[config.mk]
export PLATFORM = sky130hd
export DESIGN_NAME = muldiv_unit
export DESIGN_NICKNAME = d
export VERILOG_FILES = /design/src/rtl/muldiv_pkg.sv /design/src/rtl/muldiv_step.sv /design/src/rtl/muldiv_unit.sv
export SDC_FILE = /design/constraint.sdc
export NUM_CORES = 1
export LEC_CHECK = 0
export CAP_MARGIN = 20
export CORE_AREA = 5 5 185 187
export DETAILED_ROUTE_END_ITERATION = 8
export DIE_AREA = 0 0 190 192
export GPL_ROUTABILITY_DRIVEN = 0
export GPL_TIMING_DRIVEN = 0
export SLEW_MARGIN = 30
export SYNTH_ARGS = -nofsm -noshare
export SYNTH_HDL_FRONTEND = slang
export SYNTH_SLANG_ARGS = --single-unit
[constraint.sdc]
create_clock -name clk -period 7.3 [get_ports clk]
set_input_delay 1.46 -clock clk [delete_from_list [all_inputs] [get_ports clk]]
set_output_delay 1.46 -clock clk [all_outputs]
set_load 0.02 [all_outputs]
[src/rtl/muldiv_pkg.sv]
// Shared encodings for the multiply/divide unit: op codes, FSM states, step count.
package muldiv_pkg;

  typedef enum logic [2:0] {
    OP_MULT  = 3'b000,
    OP_MULTU = 3'b001,
    OP_DIV   = 3'b010,
    OP_DIVU  = 3'b011,
    OP_MTHI  = 3'b100,
    OP_MTLO  = 3'b101,
    OP_RSV6  = 3'b110,
    OP_RSV7  = 3'b111
  } op_e;

  typedef enum logic [1:0] {
    ST_IDLE  = 2'd0,
    ST_CALC  = 2'd1,
    ST_FIXUP = 2'd2
  } state_e;

  localparam int MULDIV_STEPS = 32;

  function automatic logic [31:0] abs32(input logic [31:0] x);
    return x[31] ? (~x + 32'd1) : x;
  endfunction

endpackage

[src/rtl/muldiv_step.sv]
// One combinational iteration: restoring subtract-or-keep (divide) or
// conditional add then right shift (multiply) over an {acc, sh} pair.
module muldiv_step (
  input  logic        is_div,
  input  logic [31:0] acc,
  input  logic [31:0] sh,
  input  logic [31:0] m,
  output logic [31:0] acc_n,
  output logic [31:0] sh_n
);

  logic [32:0] shifted;
  logic        ge;
  logic [31:0] diff;
  logic [32:0] sum;

  always_comb begin
    // Divide: partial remainder picks up the next dividend bit from sh's MSB.
    shifted = {acc, sh[31]};
    ge      = shifted >= {1'b0, m};
    diff    = shifted[31:0] - m;
    // Multiply: product high half accumulates, low half shifts in from the right.
    sum     = {1'b0, acc} + (sh[0] ? {1'b0, m} : 33'd0);
    if (is_div) begin
      acc_n = ge ? diff : shifted[31:0];
      sh_n  = {sh[30:0], ge};
    end else begin
      acc_n = sum[32:1];
      sh_n  = {sum[0], sh[31:1]};
    end
  end

endmodule

[src/rtl/muldiv_unit.sv]
// Iterative MIPS-style HI/LO multiply/divide unit.
// Define MULDIV_FAST_MUL_EN for single-edge multiply instead of the 32-step path.
module muldiv_unit
  import muldiv_pkg::*;
(
  input  logic        clk,
  input  logic        rst_n,
  input  logic        start,
  input  logic [2:0]  op,
  input  logic [31:0] a,
  input  logic [31:0] b,
  input  logic        flush,
  output logic        busy,
  output logic        done,
  output logic        div_by_zero,
  output logic [31:0] hi,
  output logic [31:0] lo,
  output logic [1:0]  dbg_state
);

  // Handshake: start is a single-cycle request, taken only when busy=0 and
  // flush=0; done is a one-cycle pulse and is never back-pressured.

  state_e      state, state_n;
  logic [5:0]  cnt;
  logic [31:0] acc, sh, mval;
  logic        is_div, neg_q, neg_r;
  logic [31:0] step_acc, step_sh;
  op_e         op_c;
  logic        signed_op, accept;
  logic [31:0] a_mag, b_mag;

  assign op_c      = op_e'(op);
  assign signed_op = (op_c == OP_MULT) || (op_c == OP_DIV);
  assign a_mag     = signed_op ? abs32(a) : a;
  assign b_mag     = signed_op ? abs32(b) : b;
  assign accept    = (state == ST_IDLE) && start && !flush;
  assign busy      = (state == ST_CALC) || (state == ST_FIXUP);
  assign dbg_state = state;

`ifdef MULDIV_FAST_MUL_EN
  logic [63:0] a_ext, b_ext, fast_prod;
  always_comb begin
    // Low 64 bits of the extended product are right for signed and unsigned.
    a_ext     = {{32{signed_op & a[31]}}, a};
    b_ext     = {{32{signed_op & b[31]}}, b};
    fast_prod = a_ext * b_ext;
  end
`endif

  muldiv_step u_step (
    .is_div (is_div),
    .acc    (acc),
    .sh     (sh),
    .m      (mval),
    .acc_n  (step_acc),
    .sh_n   (step_sh)
  );

  always_comb begin
    state_n = state;
    case (state)
      ST_IDLE: begin
        if (accept) begin
          case (op_c)
`ifdef MULDIV_FAST_MUL_EN
            OP_MULT, OP_MULTU: state_n = ST_IDLE;
`else
            OP_MULT, OP_MULTU: state_n = ST_CALC;
`endif
            OP_DIV, OP_DIVU:   state_n = (b == 32'd0) ? ST_IDLE : ST_CALC;
            default:           state_n = ST_IDLE;
          endcase
        end
      end
      ST_CALC:  if (cnt == 6'(MULDIV_STEPS - 1)) state_n = ST_FIXUP;
      ST_FIXUP: state_n = ST_IDLE;
      default:  state_n = ST_IDLE;
    endcase
    if (flush) state_n = ST_IDLE;
  end

  always_ff @(posedge clk or negedge rst_n) begin
    if (!rst_n) state <= ST_IDLE;
    else        state <= state_n;
  end

  always_ff @(posedge clk or negedge rst_n) begin
    if (!rst_n) begin
      cnt         <= 6'd0;
      acc         <= 32'd0;
      sh          <= 32'd0;
      mval        <= 32'd0;
      is_div      <= 1'b0;
      neg_q       <= 1'b0;
      neg_r       <= 1'b0;
      hi          <= 32'd0;
      lo          <= 32'd0;
      done        <= 1'b0;
      div_by_zero <= 1'b0;
    end else begin
      done        <= 1'b0;
      div_by_zero <= 1'b0;
      if (flush) begin
        cnt <= 6'd0;
      end else begin
        case (state)
          ST_IDLE: begin
            if (start) begin
              case (op_c)
                OP_MTHI: hi <= a;
                OP_MTLO: lo <= a;
                OP_DIV, OP_DIVU: begin
                  if (b == 32'd0) begin
                    done        <= 1'b1;
                    div_by_zero <= 1'b1;
                  end else begin
                    acc    <= 32'd0;
                    sh     <= a_mag;
                    mval   <= b_mag;
                    is_div <= 1'b1;
                    neg_q  <= signed_op & (a[31] ^ b[31]);
                    neg_r  <= signed_op & a[31];
                    cnt    <= 6'd0;
                  end
                end
                OP_MULT, OP_MULTU: begin
`ifdef MULDIV_FAST_MUL_EN
                  {hi, lo} <= fast_prod;
                  done     <= 1'b1;
`else
                  acc    <= 32'd0;
                  sh     <= a_mag;
                  mval   <= b_mag;
                  is_div <= 1'b0;
                  neg_q  <= signed_op & (a[31] ^ b[31]);
                  neg_r  <= 1'b0;
                  cnt    <= 6'd0;
`endif
                end
                default: ;
              endcase
            end
          end
          ST_CALC: begin
            acc <= step_acc;
            sh  <= step_sh;
            cnt <= cnt + 6'd1;
          end
          ST_FIXUP: begin
            // Divide leaves quotient in sh, remainder in acc; multiply leaves {acc, sh}.
            if (is_div) begin
              lo <= neg_q ? (~sh + 32'd1) : sh;
              hi <= neg_r ? (~acc + 32'd1) : acc;
            end else begin
              {hi, lo} <= neg_q ? (~{acc, sh} + 64'd1) : {acc, sh};
            end
            done <= 1'b1;
            cnt  <= 6'd0;
          end
          default: ;
        endcase
      end
    end
  end

endmodule

==> results of run 1 <==
-- kinds of logic (layout without fill, tap and decap cells) --
group / after synthesis / in the layout / share of synthesized area (%)
buf+inv: 176 / 348 / 5.06
fa+ha+maj: 75 / 75 / 6.69
compound gates: 587 / 587 / 25.5
xor+xnor: 168 / 168 / 10.3
flops: 173 / 173 / 30.4
simple gates: 579 / 579 / 18.7
mux: 48 / 48 / 3.39
-- cell type report --
cell class / count / area, sq um / share of cell area, %
multi-input combinational: 1457 / 9210 / 54.6
sequential: 173 / 4330 / 25.7
timing repair buffer: 140 / 1440 / 8.54
tap: 442 / 553 / 3.28
buffer: 103 / 448 / 2.66
clock buffer: 17 / 425 / 2.52
inverter: 73 / 274 / 1.62
clock inverter: 15 / 185 / 1.10
-- cell usage in the layout, fill, tap and decap left out, types with 71 or more instances in the layout --
cell             instances
clkbuf_1                86
dfrtp_1                173
inv_1                   71
a21oi_1                143
nor2_1                 182
xor2_1                  82
ha_1                    73
xnor2_1                 86
o21ai_0                208
nand2_1                203
clkdlybuf4s50_1        137
-- critical path, delay by kind of cell --
kind | cells | cell delay, ps
AO/OA/AOI/OAI | 4 | 1180
AND/OR/NAND/NOR | 4 | 1430
buffers and inverters | 3 | 1080
-- power groups by stage --
stage	sequential (mW)	combinational, mW	clock, mW
global placement	1.41	1.86	0
detailed placement	1.42	1.89	0
CTS	1.40	1.90	0.991
floorplan	1.53	1.05	0
finish	1.41	1.91	0.986
global route	1.44	2.08	1.03
-- metrics by stage --
stage	hold slack (ps)	setup slack (ps)	utilization (%)
detailed placement	467	2010	50.4
global route	506	2280	52.2
floorplan	446	3340	-
global placement	459	-2750	50.2
CTS	484	2480	52.2
finish	477	2450	52.2
-- worst max-delay path by stage --
stage | end
detailed placement | acc[20]$_DFFE_PN0P_
floorplan | sh[22]$_DFFE_PN0P_
global route | acc[23]$_DFFE_PN0P_
CTS | acc[20]$_DFFE_PN0P_
global placement | mval[23]$_DFFE_PN0P_
finish | acc[20]$_DFFE_PN0P_
-- sequential cells by signal (all words and copies together), names as in the netlist --
name and flops:
neg_r 1, is_div 1, hi 32, neg_q 1
done 1, div_by_zero 1, dbg_state 2, cnt 6
sh 32, mval 32, acc 32, lo 32
-- per-layer routing --
| metal | vias to the layer above | wire [microns] | track usage [%] |
|---|---|---|---|
| li1 | 6791 | - | - |
| met1 | 6814 | 22800 | 38.8 |
| met5 | - | 13 | 0 |
| met2 | 650 | 23100 | 44.7 |
| met4 | 2 | 1870 | 10.1 |
| met3 | 117 | 3930 | 3.85 |
==> metrics.md, run 1 <==
| Metric | Value |
|---|---|
| WHS Endpoint | `lo[27]$_DFFE_PN0P_` |
| Post-Synthesis Cell Area | `14300 sq um` |
| Number of global-route vias before repair | `13800` |
| Syn Inst Count | `~1800` |
| Synth top area share | `30.4%` |
| Routed vias | `between 10000 and 15000` |
| Max clock buf depth | `2` |
| Synth Flop Type | `dfrtp_1` |
| Normalized max-slew margin | `a little over a third` |
| Post-cts sizing count | `0` |
| Post-CTS Hold Fix Bufs | `0` |
| Status | `complete, no violations` |
| WP data required | `approximately 7600 ps` |
| Yosys warnings | `0` |
| Clock power frac | `22.9%` |
| H-tree depth | `4` |
| Async S/R FF share, synth | `between 90% and 100%` |
| Pint | `approximately 2.5 mW` |
| Initial core utilization | `44.2%` |
| CP max FO | `10` |
| FF-to-FF path depth | `13` |
| PD cells | `approximately 260 nW/um^2` |
| Final setup fails | `0` |
| Clk slew on worst S/H paths | `70 ps` |
| Fmax | `0.206 GHz` |
| DR pass1 iterations | `8` |
| Vias/cell | `5.94` |
| Core area | `approximately 32000 sq um` |
| Number of DRC markers in iteration 0 | `1232` |
| Clock root cell | `clkbuf_16` |
| Sw power | `1.78 mW` |
| Clock Latency Late Sink | `~450 ps` |
| TritonCTS Sinks | `173` |
| Die H | `192 microns` |
| Synth Register Bits | `173` |
| Placed cell count | `2388` |
| Clock tree from TritonCTS | `yes` |
| R2R Path End | `acc[29]$_DFFE_PN0P_` |
| Post-route total power | `4.31 mW` |
| Share of cells above drive strength 1 | `3.89%` |
| WL final | `51700 microns` |
| Die footprint | `approximately 36000 sq um` |
| Comb pwr share | `44.5%` |
| Syn_area_per_cell | `7.90 sq um` |
| Initial antenna violation count | `1` |
| Leakage dissipation | `7.33 nW` |
| Routed Antenna Nets | `0` |
| Switching power share of the total | `41.3%` |
| Most frequent cells after synthesis | `o21ai_0, nand2_1, nor2_1` |
| Final Hold Fails | `0` |
| Worst Hold Launch | `lo[27]$_DFFE_PN0P_` |
| Largest net degree at the start of global routing | `73` |
| Hold depth | `1` |
| Top cells by area, synth | `dfrtp_1, o21ai_0, ha_1, nand2_1, xnor2_1` |
| Area grow syn2layout | `18.3%` |
| Post-Layout Cell Count | `~2400` |
| Number of synthesized flops with an enable pin | `0` |
| CP Launch Type | `input port` |
| Crit-path cells | `clkdlybuf4s50_1, or4_1, nor4_1, and3_1, buf_4, a31oi_4, o21bai_2, nor3_1, clkbuf_1, a222oi_1, o21ai_0` |
| Worst Tran Pin Value | `951 ps` |
| Critical Path Start | `b[11]` |
| Period utilization | `66.4%` |
| Ant. Diodes | `0` |
| Fill cells | `3081` |
| Fin area | `16900 sq um` |
| Largest area contributor in the netlist | `dfrtp_1` |
| Register area share after synthesis | `between 30 and 40%` |
| Num CTS Buffers | `17` |
| Minimum clock period | `just under 5000 ps` |
| Maxcap violations | `0` |
| RR Startpoint | `sh[0]$_DFFE_PN0P_` |
| Port Buffers | `138` |
| FP Rows | `between 60 and 70` |
| Sequential group share of total power | `around 33%` |
| Fin. max-slew vios | `0` |
| RSZ-0062 raised after global routing | `no` |
| Wirelength per Cell | `21.4 microns` |
| Die X | `190 microns` |
| Residual DRC | `0` |
| GRT Residual Overflow | `0` |
| Slowest stage delay, CP | `630 ps` |
| Slowest stage cell, crit path | `or4_1` |
| Area post-placement | `16300 sq um` |
| Clock Skew | `11.5 ps` |
| Global Route Usage Sum | `28.0%` |
| # IOs | `140` |
| Cell variety after synth | `80` |
| Post-synth net total | `1952` |
| Max VDD drop | `between 0.15 and 0.2 mV` |
| Final nets | `2111` |
| Setup Buffers After CTS | `0` |
| Post-DP HPWL | `40500 microns` |
| R2r setup slk | `2630 ps` |
| Crit Path Class | `input port to flop` |
| Most common cell in the netlist | `o21ai_0` |
| Final setup TNS | `0 ps` |
| Hold Path Class | `flop to flop` |
| Crit. End Element | `flop` |
| First-pass GRT wire length | `79900 microns` |
| CP arrival | `5160 ps` |
Note: power is estimated with default switching activity, not from simulation.
==> run 2: changes to the inputs <==
Settings changed: PLACE_DENSITY from default to 0.67.
Clock period 7.3 ns to 3.9 ns, I/O delays scaled along.
==> metrics.md, run 2 (synthesis results as in run 1) <==
| Metric | Value |
|---|---|
| Status | `complete, no violations (unchanged)` |
| Wirelength per Cell | `20.8 microns (was 21.4 microns)` |
| # IOs | `140 (unchanged)` |
| Share of cells above drive strength 1 | `4.75% (was 3.89%)` |
| Clk slew on worst S/H paths | `70 ps (about the same)` |
| Number of global-route vias before repair | `14000 (was 13800)` |
| Crit-path cells | `clkdlybuf4s50_1, or4_1, nor4_2, and3_1, buf_4, a31oi_4, o21ba_2, and3_1, and2_1, buf_6, a222oi_1, o21ai_0 (was clkdlybuf4s50_1, or4_1, nor4_1, and3_1, buf_4, a31oi_4, o21bai_2, nor3_1, clkbuf_1, a222oi_1, o21ai_0)` |
| Max clock buf depth | `2 (unchanged)` |
| CP arrival | `4070 ps (was 5160 ps)` |
| CP max FO | `9 (was 10)` |
| Slowest stage cell, crit path | `or4_1 (unchanged)` |
| Most frequent CP cell | `and3_1` |
| Crit Path Class | `input port to flop (unchanged)` |
| Clock tree from TritonCTS | `yes (unchanged)` |
| Final setup fails | `0 (unchanged)` |
| Global Route Usage Sum | `27.3% (was 28.0%)` |
| Max VDD drop | `0.365 mV (was 0.170 mV)` |
| PD cells | `473 nW/um^2 (was 255 nW/um^2)` |
| Die H | `192 microns (unchanged)` |
| WL final | `50300 microns (was 51700 microns)` |
| Post-route total power | `8.02 mW (was 4.31 mW)` |
| First-pass GRT wire length | `78600 microns (was 79900 microns)` |
| Area of the multi-input gates | `9300 sq um (was 9210 sq um)` |
| Die X | `190 microns (unchanged)` |
| Clock Skew | `14.8 ps (was 11.5 ps)` |
| Most frequent cells in the layout | `o21ai_0, nand2_1, nor2_1 (unchanged)` |
| GRT Residual Overflow | `0 (unchanged)` |
| CP Launch Type | `input port (unchanged)` |
| Leakage dissipation | `7.37 nW (was 7.33 nW)` |
| Ant. Diodes | `0 (unchanged)` |
| Post-DP HPWL | `39100 microns (was 40500 microns)` |
| Normalized max-slew margin | `37.3% (was 36.1%)` |
| Core Util, Final | `52.5% (was 52.2%)` |
| Crit path buffers/inverters | `3 (unchanged)` |
| RSZ-0062 raised after global routing | `no (unchanged)` |
| Commonest non-fill, non-tap cell in the layout | `o21ai_0 (unchanged)` |
| Period utilization | `slightly below 100%` |
| Initial core utilization | `44.2% (unchanged)` |
| Num CTS Buffers | `17 (unchanged)` |
| Area post-placement | `16300 sq um (unchanged)` |
| CP delay by family, top | `simple AND/OR/NAND/NOR gates (unchanged)` |
| TritonCTS Sinks | `173 (unchanged)` |
| Hold WS | `200 ps (was 477 ps)` |
| FP Rows | `66 (unchanged)` |
| WP data required | `4220 ps (was 7610 ps)` |
| Hold Path Class | `input port to asynchronous set/reset pin (was flop to flop)` |
| Fin area | `17000 sq um (was 16900 sq um)` |
| Maxcap violations | `0 (unchanged)` |
| Sequential Area | `4330 sq um (unchanged)` |
| Worst Tran Pin Value | `940 ps (was 951 ps)` |
| Largest net degree at the start of global routing | `68 (was 73)` |
| Initial antenna violation count | `0 (was 1)` |
| Final nets | `2112 (was 2111)` |
| Vias/cell | `6.07 (was 5.94)` |
| Routed vias | `14700 (was 14400)` |
| Slowest stage delay, CP | `630 ps (about the same)` |
| Crit. End Element | `flop (unchanged)` |
| Port Buffers | `138 (unchanged)` |
| Fill cells | `3049 (was 3081)` |
| Final Hold Fails | `0 (unchanged)` |
| Fmax | `0.266 GHz` |
| Number of DRC markers in iteration 0 | `1540 (was 1232)` |
| H-tree depth | `4 (unchanged)` |
| DR pass1 iterations | `6 (was 8)` |
| Core area | `32300 sq um (unchanged)` |
| Post-CTS Hold Fix Bufs | `0 (unchanged)` |
| Routed Antenna Nets | `0 (unchanged)` |
| Residual DRC | `0 (unchanged)` |
| Clock Latency Late Sink | `460 ps (was 450 ps)` |
| Minimum clock period | `3760 ps` |
| Die footprint | `36500 sq um (unchanged)` |
| Area grow syn2layout | `19.0% (was 18.3%)` |
| Clock root cell | `clkbuf_16 (unchanged)` |
| Fin. max-slew vios | `0 (unchanged)` |
-- run 2: cell types whose count changed in the layout (fill, tap and decap cells not counted), moves of 2 or more --
cell	before	now
bufinv_16	3	1
clkbuf_1	86	80
clkbuf_2	0	5
clkinv_2	3	0
clkinv_8	0	3
o21ai_0	208	206
o21ai_1	7	9
o31ai_1	26	24
-- run 2: final timing paths --
path | from | end | slack (ps) | cells after the start
hold / removal | rst_n | lo[19]$_DFFE_PN0P_ | 200 | 1
min in group clk | lo[17]$_DFFE_PN0P_ | lo[17]$_DFFE_PN0P_ | 480 | 1
hold reg to reg | lo[17]$_DFFE_PN0P_ | lo[17]$_DFFE_PN0P_ | 480 | 1
max in group asynchronous | rst_n | hi[30]$_DFFE_PN0P_ | 3020 | 2
setup reg to reg | sh[2]$_DFFE_PN0P_ | hi[31]$_DFFE_PN0P_ | 150 | 10
setup / recovery | b[11] | acc[25]$_DFFE_PN0P_ | 140 | 12
-- run 2: area by class of cell --
type                    instances  area share (%)
clock inverters                15            1.05
flip-flops and latches        173            25.5
multi-input cells            1457            54.8
plain buffers                 103            2.70
repair buffers                141            8.54
inverters                      73            1.62
well taps                     442            3.26
clock buffers                  17            2.51
-- run 2: power breakdown --
| part | switching [mW] | internal, mW |
|---|---|---|
| logic | 2.12 | 1.47 |
| clock network | 0.881 | 0.915 |
| registers | 0.388 | 2.24 |
-- run 2: per-stage QoR --
stage	setup TNS (ps)	cells	setup WS [ps]
finish	0	2421	145
global route	0	2421	0.638
CTS	0	2420	31.2
detailed placement	-26300	2388	-667
global placement	-945450	2386	-5340
floorplan	0	1806	620
-- run 2: metal layers --
layer | vias up | wire, microns | part of all wire (%) | GRT usage [%]
met5 | - | 0 | 0 | 0
met4 | 0 | 2340 | 4.7 | 11.8
met3 | 159 | 4440 | 8.8 | 4.58
met2 | 795 | 22500 | 45 | 43.8
met1 | 6943 | 21000 | 42 | 36.4
li1 | 6788 | - | - | -
-- run 2: timing repair --
item,in CTS,in global routing
pin swaps,0,2
endpoints found under the setup margin,25,41
gates resized for setup,12,15
buffers inserted,0,1
